## src/rtl/fork_pkg.sv

```systemverilog
// fork_pkg: shared definitions for the fork_fsplit byte splitter.
//   DefaultSize  - default width of each output branch
//   split_word_t - one input word viewed as its {hi, lo} halves
package fork_pkg;

  localparam int DefaultSize = 8;

  typedef struct packed {
    logic [DefaultSize-1:0] hi;
    logic [DefaultSize-1:0] lo;
  } split_word_t;

endpackage

```

## src/rtl/fflop.sv

```systemverilog
// fflop: two-entry elastic valid/retry stage (fluid flop).
// Ports:
//   clk, reset           - clock, synchronous active-high reset
//   din/dinValid         - upstream data and valid
//   dinRetry             - upstream stall, high only when both entries are full
//   q/qValid             - downstream data (oldest entry) and valid
//   qRetry               - downstream stall
// dinRetry comes straight from the occupancy register, so it never depends
// combinationally on qRetry and stages can be chained without loops.
module fflop #(
  parameter int Width = 8
) (
  input  logic             clk,
  input  logic             reset,
  input  logic [Width-1:0] din,
  input  logic             dinValid,
  output logic             dinRetry,
  output logic [Width-1:0] q,
  output logic             qValid,
  input  logic             qRetry
);

  logic [Width-1:0] head_q, head_d;
  logic [Width-1:0] tail_q, tail_d;
  logic [1:0]       count_q, count_d;
  logic             push, pop;

  // Head always holds the oldest word; tail is only used when two are held.
  always_comb begin
    push    = dinValid && (count_q != 2'd2);
    pop     = (count_q != 2'd0) && !qRetry;
    head_d  = head_q;
    tail_d  = tail_q;
    count_d = count_q;
    case ({push, pop})
      2'b10: begin
        if (count_q == 2'd0) head_d = din;
        else                 tail_d = din;
        count_d = count_q + 2'd1;
      end
      2'b01: begin
        head_d  = tail_q;
        count_d = count_q - 2'd1;
      end
      // Simultaneous push and pop only happens with exactly one entry held.
      2'b11: head_d = din;
      default: ;
    endcase
  end

  always_ff @(posedge clk) begin
    if (reset) begin
      head_q  <= '0;
      tail_q  <= '0;
      count_q <= 2'd0;
    end else begin
      head_q  <= head_d;
      tail_q  <= tail_d;
      count_q <= count_d;
    end
  end

  assign q        = head_q;
  assign qValid   = (count_q != 2'd0);
  assign dinRetry = (count_q == 2'd2);

endmodule

```

## src/rtl/fork_fsplit.sv

```systemverilog
// fork_fsplit: forks one valid/retry stream of 2*Size-bit words into two
// Size-bit streams; branch A carries the low half, branch B the high half.
// Every accepted word reaches each branch exactly once, in input order.
// Ports:
//   clk, reset                     - clock, synchronous active-high reset
//   inp/inpValid/inpRetry          - input word stream
//   out_a/out_aValid/out_aRetry    - branch A (inp[Size-1:0])
//   out_b/out_bValid/out_bRetry    - branch B (inp[2*Size-1:Size])
// Configuration macro:
//   FORK_EAGER_EN - defined: eager fork, branches drain independently and a
//                   done bit per branch remembers which half already left.
//                   undefined: lockstep fork, both halves leave together.
module fork_fsplit
  import fork_pkg::*;
#(
  parameter int Size = DefaultSize
) (
  input  logic              clk,
  input  logic              reset,
  input  logic [2*Size-1:0] inp,
  input  logic              inpValid,
  output logic              inpRetry,
  output logic [Size-1:0]   out_a,
  output logic              out_aValid,
  input  logic              out_aRetry,
  output logic [Size-1:0]   out_b,
  output logic              out_bValid,
  input  logic              out_bRetry
);

  logic [2*Size-1:0] w;
  logic              wValid, wRetry;
  logic              aValid, aRetry;
  logic              bValid, bRetry;

  fflop #(.Width(2*Size)) f_in (
    .clk      (clk),
    .reset    (reset),
    .din      (inp),
    .dinValid (inpValid),
    .dinRetry (inpRetry),
    .q        (w),
    .qValid   (wValid),
    .qRetry   (wRetry)
  );

`ifdef FORK_EAGER_EN
  logic doneA_q, doneA_d;
  logic doneB_q, doneB_d;
  logic fireA, fireB, wordRelease;

  // A branch keeps requesting until its half has been taken; the word is
  // released once both halves are out, which clears the done bits so that a
  // simultaneous double fire never sets them at all.
  always_comb begin
    aValid      = wValid && !doneA_q;
    bValid      = wValid && !doneB_q;
    fireA       = aValid && !aRetry;
    fireB       = bValid && !bRetry;
    wordRelease = wValid && (fireA || doneA_q) && (fireB || doneB_q);
    wRetry      = !wordRelease;
    if (wordRelease) begin
      doneA_d = 1'b0;
      doneB_d = 1'b0;
    end else begin
      doneA_d = doneA_q || fireA;
      doneB_d = doneB_q || fireB;
    end
  end

  always_ff @(posedge clk) begin
    if (reset) begin
      doneA_q <= 1'b0;
      doneB_q <= 1'b0;
    end else begin
      doneA_q <= doneA_d;
      doneB_q <= doneB_d;
    end
  end
`else
  logic fireBoth;

  // Both halves move only together; a stall on either side holds the word.
  // The output stages' dinRetry is registered, so this forms no loop.
  always_comb begin
    fireBoth = wValid && !aRetry && !bRetry;
    aValid   = fireBoth;
    bValid   = fireBoth;
    wRetry   = !fireBoth;
  end
`endif

  fflop #(.Width(Size)) f_a (
    .clk      (clk),
    .reset    (reset),
    .din      (w[Size-1:0]),
    .dinValid (aValid),
    .dinRetry (aRetry),
    .q        (out_a),
    .qValid   (out_aValid),
    .qRetry   (out_aRetry)
  );

  fflop #(.Width(Size)) f_b (
    .clk      (clk),
    .reset    (reset),
    .din      (w[2*Size-1:Size]),
    .dinValid (bValid),
    .dinRetry (bRetry),
    .q        (out_b),
    .qValid   (out_bValid),
    .qRetry   (out_bRetry)
  );

endmodule

```

## config.mk

```make
export PLATFORM = sky130hd
export DESIGN_NAME = fork_fsplit
export DESIGN_NICKNAME = d
export VERILOG_FILES = /design/src/rtl/fork_pkg.sv /design/src/rtl/fflop.sv /design/src/rtl/fork_fsplit.sv
export SDC_FILE = /design/constraint.sdc
export NUM_CORES = 1
export LEC_CHECK = 0
export CAP_MARGIN = 10
export CORE_MARGIN = 2
export CORE_UTILIZATION = 55
export DETAILED_ROUTE_END_ITERATION = 8
export HOLD_SLACK_MARGIN = 0.12
export PLACE_DENSITY = 0.8
export SYNTH_ARGS = -nofsm -noshare
export SYNTH_HDL_FRONTEND = slang
export SYNTH_SLANG_ARGS = --single-unit
export TNS_END_PERCENT = 1
```

## constraint.sdc

```tcl
create_clock -name clk -period 3 [get_ports clk]
set_input_delay 0.6 -clock clk [delete_from_list [all_inputs] [get_ports clk]]
set_output_delay 0.6 -clock clk [all_outputs]
set_load 0.02 [all_outputs]
```

== Yosys cells after proc, flatten, opt, wreduce, memory -nomap -nowiden ==
Cells that the tools add are included.

* Word-level logic and storage cells: 75
* Latch bits: 0
* ROM bits: 0
* RAM bits: 0
* Memories kept: 0
* Register bits after elaboration: 70
* Output and inout bits: 19
* Input bits: 21

* Multiply operators: 0
* Add/subtract/negate cells: 6
* $lt $le $gt $ge: 0
* Muxes and demuxes: 9
* Reduce and logical (&&, ||, !) cells: 30
* Equal/unequal tests: 18
* Divide/modulo/power cells: 0
* Bitwise gates (word level): 3
* Shifts and indexed selects: 0

{| class="wikitable"
|+ Operator list
! operator !! count
|-
| 16-bit one-hot mux with 3 select lines || 1
|-
| 8-bit one-hot mux with 3 select lines || 2
|-
| 2-bit equality test, second input constant || 9
|-
| 16-bit 2-to-1 mux || 1
|-
| 8-bit 2-to-1 mux || 2
|-
| 2-bit one-hot mux with 2 select lines || 3
|-
| 2-bit AND reduction || 6
|-
| 2-bit nonzero test || 6
|-
| 3-bit nonzero test || 3
|-
| 1-bit logical AND || 8
|-
| 2-bit by 1-bit adder with 2-bit output, second input constant || 3
|-
| 2-bit by 1-bit equality test with 1-bit output, second input constant || 3
|-
| 2-bit logical NOT || 3
|-
| 2-bit by 1-bit != test with 1-bit output, second input constant || 3
|-
| 2-bit != test, second input constant || 3
|-
| 2-bit by 1-bit subtractor with 2-bit output, second input constant || 3
|-
| 1-bit logical NOT || 4
|-
| 1-bit inverter || 3
|}

== Depth between registers and ports, before layout ==
* Depth after elaboration: 8
* Mapped depth: 11
* Gate-level depth less buffers: 8

== By module ==
A second synthesis with hierarchy kept.

* Cells, all modules: 332
* Area, all modules: 3265.6 µm²

{| class="wikitable"
|+ Modules (own cells, without submodules)
! module !! cells each !! instances !! seq. area each (µm²) !! area each (µm²)
|-
| fflop (f_a ...) || 83 || 2 || 360.3 || 867.1
|-
| fflop (f_in) || 164 || 1 || 680.7 || 1515.2
|-
| fork_fsplit || 2 || 1 || 0.0 || 16.3
|}

== Worst setup path before layout ==
Ideal clock, no wire load.

* Path kind: flip-flop to flip-flop
* Start point: reg f_b.count_q[0]
* End point: reg f_in.head_q[0] (netlist: f_in.q[0])
* Clock period less this slack: 2.131 ns
* Cell stages (with the launch flop): 12
* Slack: 0.869 ns
* Required time: 2.866 ns
* Path buffers: 5
* Arrival: 1.997 ns
* Library setup time: 0.134 ns
* Path through: dfxtp_1 -> buf_6 -> nand2b_2 -> buf_4 -> buf_2 -> nand3_1 -> inv_1 -> ha_1 -> buf_2 -> buf_2 -> mux2i_1 -> a211oi_1

* Longest elaborated chain between the ends: 7
* Elaborated cells on any way between the ends: 11
* Classes of those cells: eq/ne: 5; mux: 1; reduce/logical: 5

{| class="wikitable"
|+ RTL lines
! what !! line !! RTL
|-
| from (decl) || fflop.sv:25 || <nowiki>logic [1:0] count_q, count_d;</nowiki>
|-
| from (signal assigned) || fflop.sv:59 || <nowiki>count_q <= count_d;</nowiki>
|-
| 2-bit equality test * || fflop.sv:65 || <nowiki>assign dinRetry = (count_q == 2'd2);</nowiki>
|-
| 1-bit logical NOT * || fork_fsplit.sv:86 || <nowiki>fireBoth = wValid && !aRetry && !bRetry;</nowiki>
|-
| 1-bit logical AND * || fork_fsplit.sv:86 ||
|-
| 1-bit logical AND * || fflop.sv:31 || <nowiki>pop = (count_q != 2'd0) && !qRetry;</nowiki>
|-
| 2-bit equality test or 2-bit by 1-bit equality test with 1-bit output (tied branches) || fflop.sv:35 || <nowiki>case ({push, pop})</nowiki>
|-
| 2-bit by 1-bit != test with 1-bit output (no source line) or 3-bit nonzero test (tied branches) || - ||
|-
| 2-bit AND reduction (no source line) || - ||
|-
| to (signal assigned) || fflop.sv:53 || <nowiki>head_q <= '0;</nowiki>
|-
| to (signal assigned) || fflop.sv:57 || <nowiki>head_q <= head_d;</nowiki>
|-
| to (decl) || fflop.sv:23 || <nowiki>logic [Width-1:0] head_q, head_d;</nowiki>
|}

Mark *: on every way between the ends. The rest lies on a longest branch, timed or not.
A chain may end at the register's enable or synchronous reset.

== Final worst setup path ==
* Start point: reg f_in.count_q[0]
* End point: reg f_in.count_q[1]

* Longest elaborated chain between the ends: 6
* Elaborated cells on any way between the ends: 12
* Classes of those cells: add/sub: 2; eq/ne: 3; mux: 1; reduce/logical: 6

{| class="wikitable"
|+ RTL lines
! what !! line
|-
| from (decl) || fflop.sv:25
|-
| from (signal assigned) || fflop.sv:59
|-
| 2-bit nonzero test || fflop.sv:31, fflop.sv:64
|-
| 1-bit logical AND (2 in a row) || fork_fsplit.sv:86
|-
| 1-bit logical AND || fflop.sv:31
|-
| 2-bit by 1-bit equality test with 1-bit output or 2-bit equality test (tied branches) || fflop.sv:35
|-
| 2-bit one-hot mux with 2 select lines or 2-bit nonzero test (tied branches) || -
|}

Several ways; a longest one is shown, not always the timed one.

==> flow_summary.json <==
{
  "via_count": 2478,
  "dp.cells": 421,
  "synth_area_sq_mm": 0.00329,
  "worst_slew_pin_slew_ps": 544,
  "cts_setup_buffers": 0,
  "synth_edf_count": 0,
  "path_cells": "or2_4, nand3_1, inv_1, ha_1, buf_12, xnor2_1, or3_1, a21oi_1",
  "post_dp_cell_area_sq_mm": 0.00365,
  "finalHoldViolCount": 0,
  "setup.worst_path.end_class": "flop",
  "gp_congestion": 0.765,
  "synth.area.top_cells": "dfxtp_1 (43%), mux2i_1 (15%), a311oi_1 (8.5%)",
  "critPathLaunchType": "flop",
  "synth.distinct_cells": 28,
  "yosysMostFrequentCell": "dfxtp_1",
  "core-area_sq_mm": 0.00585,
  "die_y_um": 81.4,
  "layout.nets": 384,
  "power_frac_seq_pct": 35.4,
  "max_stage_delay_ps": 500,
  "pwr-share-clk_pct": 16.5,
  "cts_tree": "yes",
  "wire_per_inst_um": 14.5,
  "synthTopCellsByCount": "dfxtp_1 (70), mux2i_1 (48), nand2_1 (33)",
  "avgSynthCellArea_sq_um": 10.0,
  "grt-ovfl-total": 0,
  "synthCells": 328,
  "arrival_ps": 2540,
  "min_period_over_period_pct": 75.5,
  "crit_buf_inv": 2,
  "finalSetupViolCount": 0,
  "cts.sink_count": 70,
  "routed_wl_um": 6340,
  "rows": 28,
  "p_sw_share_pct": 40.0,
  "postCtsHoldBufs": 0,
  "hold-worst-slack_ps": 455,
  "synthArstFlopShare_pct": 0,
  "grt_start_max_net_pins": 39,
  "grt_first_pass_wirelength_um": 10600,
  "rsz0062_at_grt": "no",
  "cts_buffers": 9,
  "critical_path_class": "flop to flop",
  "timing.max_cap.violations": 0,
  "yosysTopAreaCellShare_pct": 42.6,
  "dieWidth_um": 81.4,
  "clkLatencyLatePin_ps": 340,
  "crit_required_ps": 3280,
  "ys_warn_count": 0,
  "p_comb_share_pct": 48.1,
  "fin_skew_ps": 5.89,
  "area_growth_pct": 15.9,
  "switchingPower_mw": 1.63,
  "tns_ps": 0,
  "port_buffers": 39,
  "drt_iter0_drc": 135,
  "cp_max_fo": 38,
  "yosys.area.top_type": "dfxtp_1",
  "clk_path_buf_depth": 2,
  "fin_area_sq_mm": 0.00381,
  "critPathTopFamily": "simple AND/OR/NAND/NOR gates",
  "drc": 0,
  "p_int_mw": 2.45,
  "start_util_pct": 56.2,
  "synth_ff_type": "dfxtp_1",
  "ant_nets": 0,
  "synth.net_count": 355,
  "synth_seq_area_share_pct": 42.6,
  "dp_hpwl_um": 4360,
  "instances_no_fill": 436,
  "slew_violations": 0,
  "diodes": 0,
  "drive_gt1_share_pct": 10.5,
  "synth_seq_cells": 70,
  "ir_drop_v": 0.000439,
  "crit_slowest_cell": "dfxtp_1",
  "n_fill_cell": 472,
  "grt_pass1_vias": 2258,
  "p_per_area_mw_per_mm2": 1070,
  "cts_resized": 0,
  "cellLeakagePower_nw": 1.43,
  "fmax_ghz": 0.442,
  "vias_per_cell": 5.68,
  "grt_util_all_layers_pct": 20.8,
  "min_period_ps": 2260,
  "antenna_found_initial": 0,
  "clk_pin_slew_ps": 70,
  "r2r_slack_ps": 740,
  "htree_levels": 3,
  "hold_class": "flop to flop",
  "root_buffer": "clkbuf_8",
  "status": "completed",
  "max_slew_margin_pct": 63.7,
  "io_pins": 40,
  "dieArea_sq_mm": 0.00662,
  "firstDrtPassIters": 4
}
power by group through the flow:
| stage | registers, mW | logic, mW | clock network (mW) |
|---|---|---|---|
| 2_1_floorplan | 1.46 | 1.56 | 0 |
| 3_3_place_gp | 1.45 | 1.90 | 0 |
| 3_5_place_dp | 1.47 | 1.96 | 0 |
| 4_1_cts | 1.45 | 1.97 | 0.686 |
| 5_1_grt | 1.48 | 2.16 | 0.729 |
| 6_report | 1.44 | 1.96 | 0.672 |
cell usage in the layout, fill, tap and decap left out, drive strengths merged, types with 3 or more instances in the layout:
cell,instances
nor2,21
ha,6
clkbuf,14
a211oi,32
dfxtp,70
nand3,3
xnor2,3
a21oi,19
buf,9
nand2,33
a311oi,32
mux2i,48
nand2b,5
or3,3
inv,9
clkdlybuf4s50,38
o21ai,6
a31o,3
xor2,3
final timing paths:
check                                     start              end  cells past startpoint
worst max-delay path            f_in.count_q[0]  f_in.count_q[1]                      8
worst min-delay path             f_in.tail_q[6]   f_in.tail_q[6]                      2
worst max register to register  f_in.count_q[0]  f_in.count_q[1]                      8
worst min register to register   f_in.tail_q[6]   f_in.tail_q[6]                      2
worst register-to-register path: stages, from the launching register on:
cell and delay, ps:
dfxtp_1 500, or2_4 470, nand3_1 240, inv_1 100, ha_1 190, buf_12 180, xnor2_1 80, or3_1 310
a21oi_1 140
state kept, by name, summed over array words and instances, names as in the netlist:
| register | cells |
|---|---|
| f_b.tail_q | 8 |
| f_in.q | 16 |
| f_a.tail_q | 8 |
| f_in.tail_q | 16 |
| f_b.count_q | 2 |
| f_a.count_q | 2 |
| f_in.count_q | 2 |
| f_a.q | 8 |
| f_b.q | 8 |
per-stage QoR:
| stage | setup WS, ps | utilization (%) | total power, mW |
|---|---|---|---|
| floorplan | 869 | - | 3.02 |
| global placement | 546 | 62.3 | 3.36 |
| detailed placement | 435 | 62.3 | 3.43 |
| CTS | 715 | 65.2 | 4.10 |
| global route | 552 | 65.2 | 4.37 |
| finish | 735 | 65.2 | 4.08 |
cell families (layout without fill, tap and decap cells):
logic type	count (synthesis)	after routing	share of synthesized area, %
multiplexers	48	48	14.6
XOR/XNOR	6	6	1.60
buffers and inverters	38	71	7.00
flip-flops	70	70	42.6
AND/OR/NAND/NOR	67	67	10.3
AO/OA/AOI/OAI	93	93	21.7
adder cells (fa/ha/maj)	6	6	2.28
per-layer routing:
metal / track usage [%] / vias to the layer above / wire length (um) / part of all wire [%]
met5: 0 / - / 0 / 0
met4: 9.66 / 0 / 108 / 1.7
met3: 4.33 / 11 / 225 / 3.6
met2: 32.2 / 56 / 2980 / 47
met1: 27.6 / 1141 / 3030 / 48
li1: - / 1270 / - / -
cell type report:
class,count,area [sq um],area share [%]
clock buffers,14,163,4.27
well taps,75,93.8,2.46
repair buffers,47,458,12.0
clock inverters,1,5.00,0.131
multi-input cells,220,1660,43.5
flip-flops and latches,70,1400,36.7
inverters,9,33.8,0.886
(Power assumes the default switching activity.)
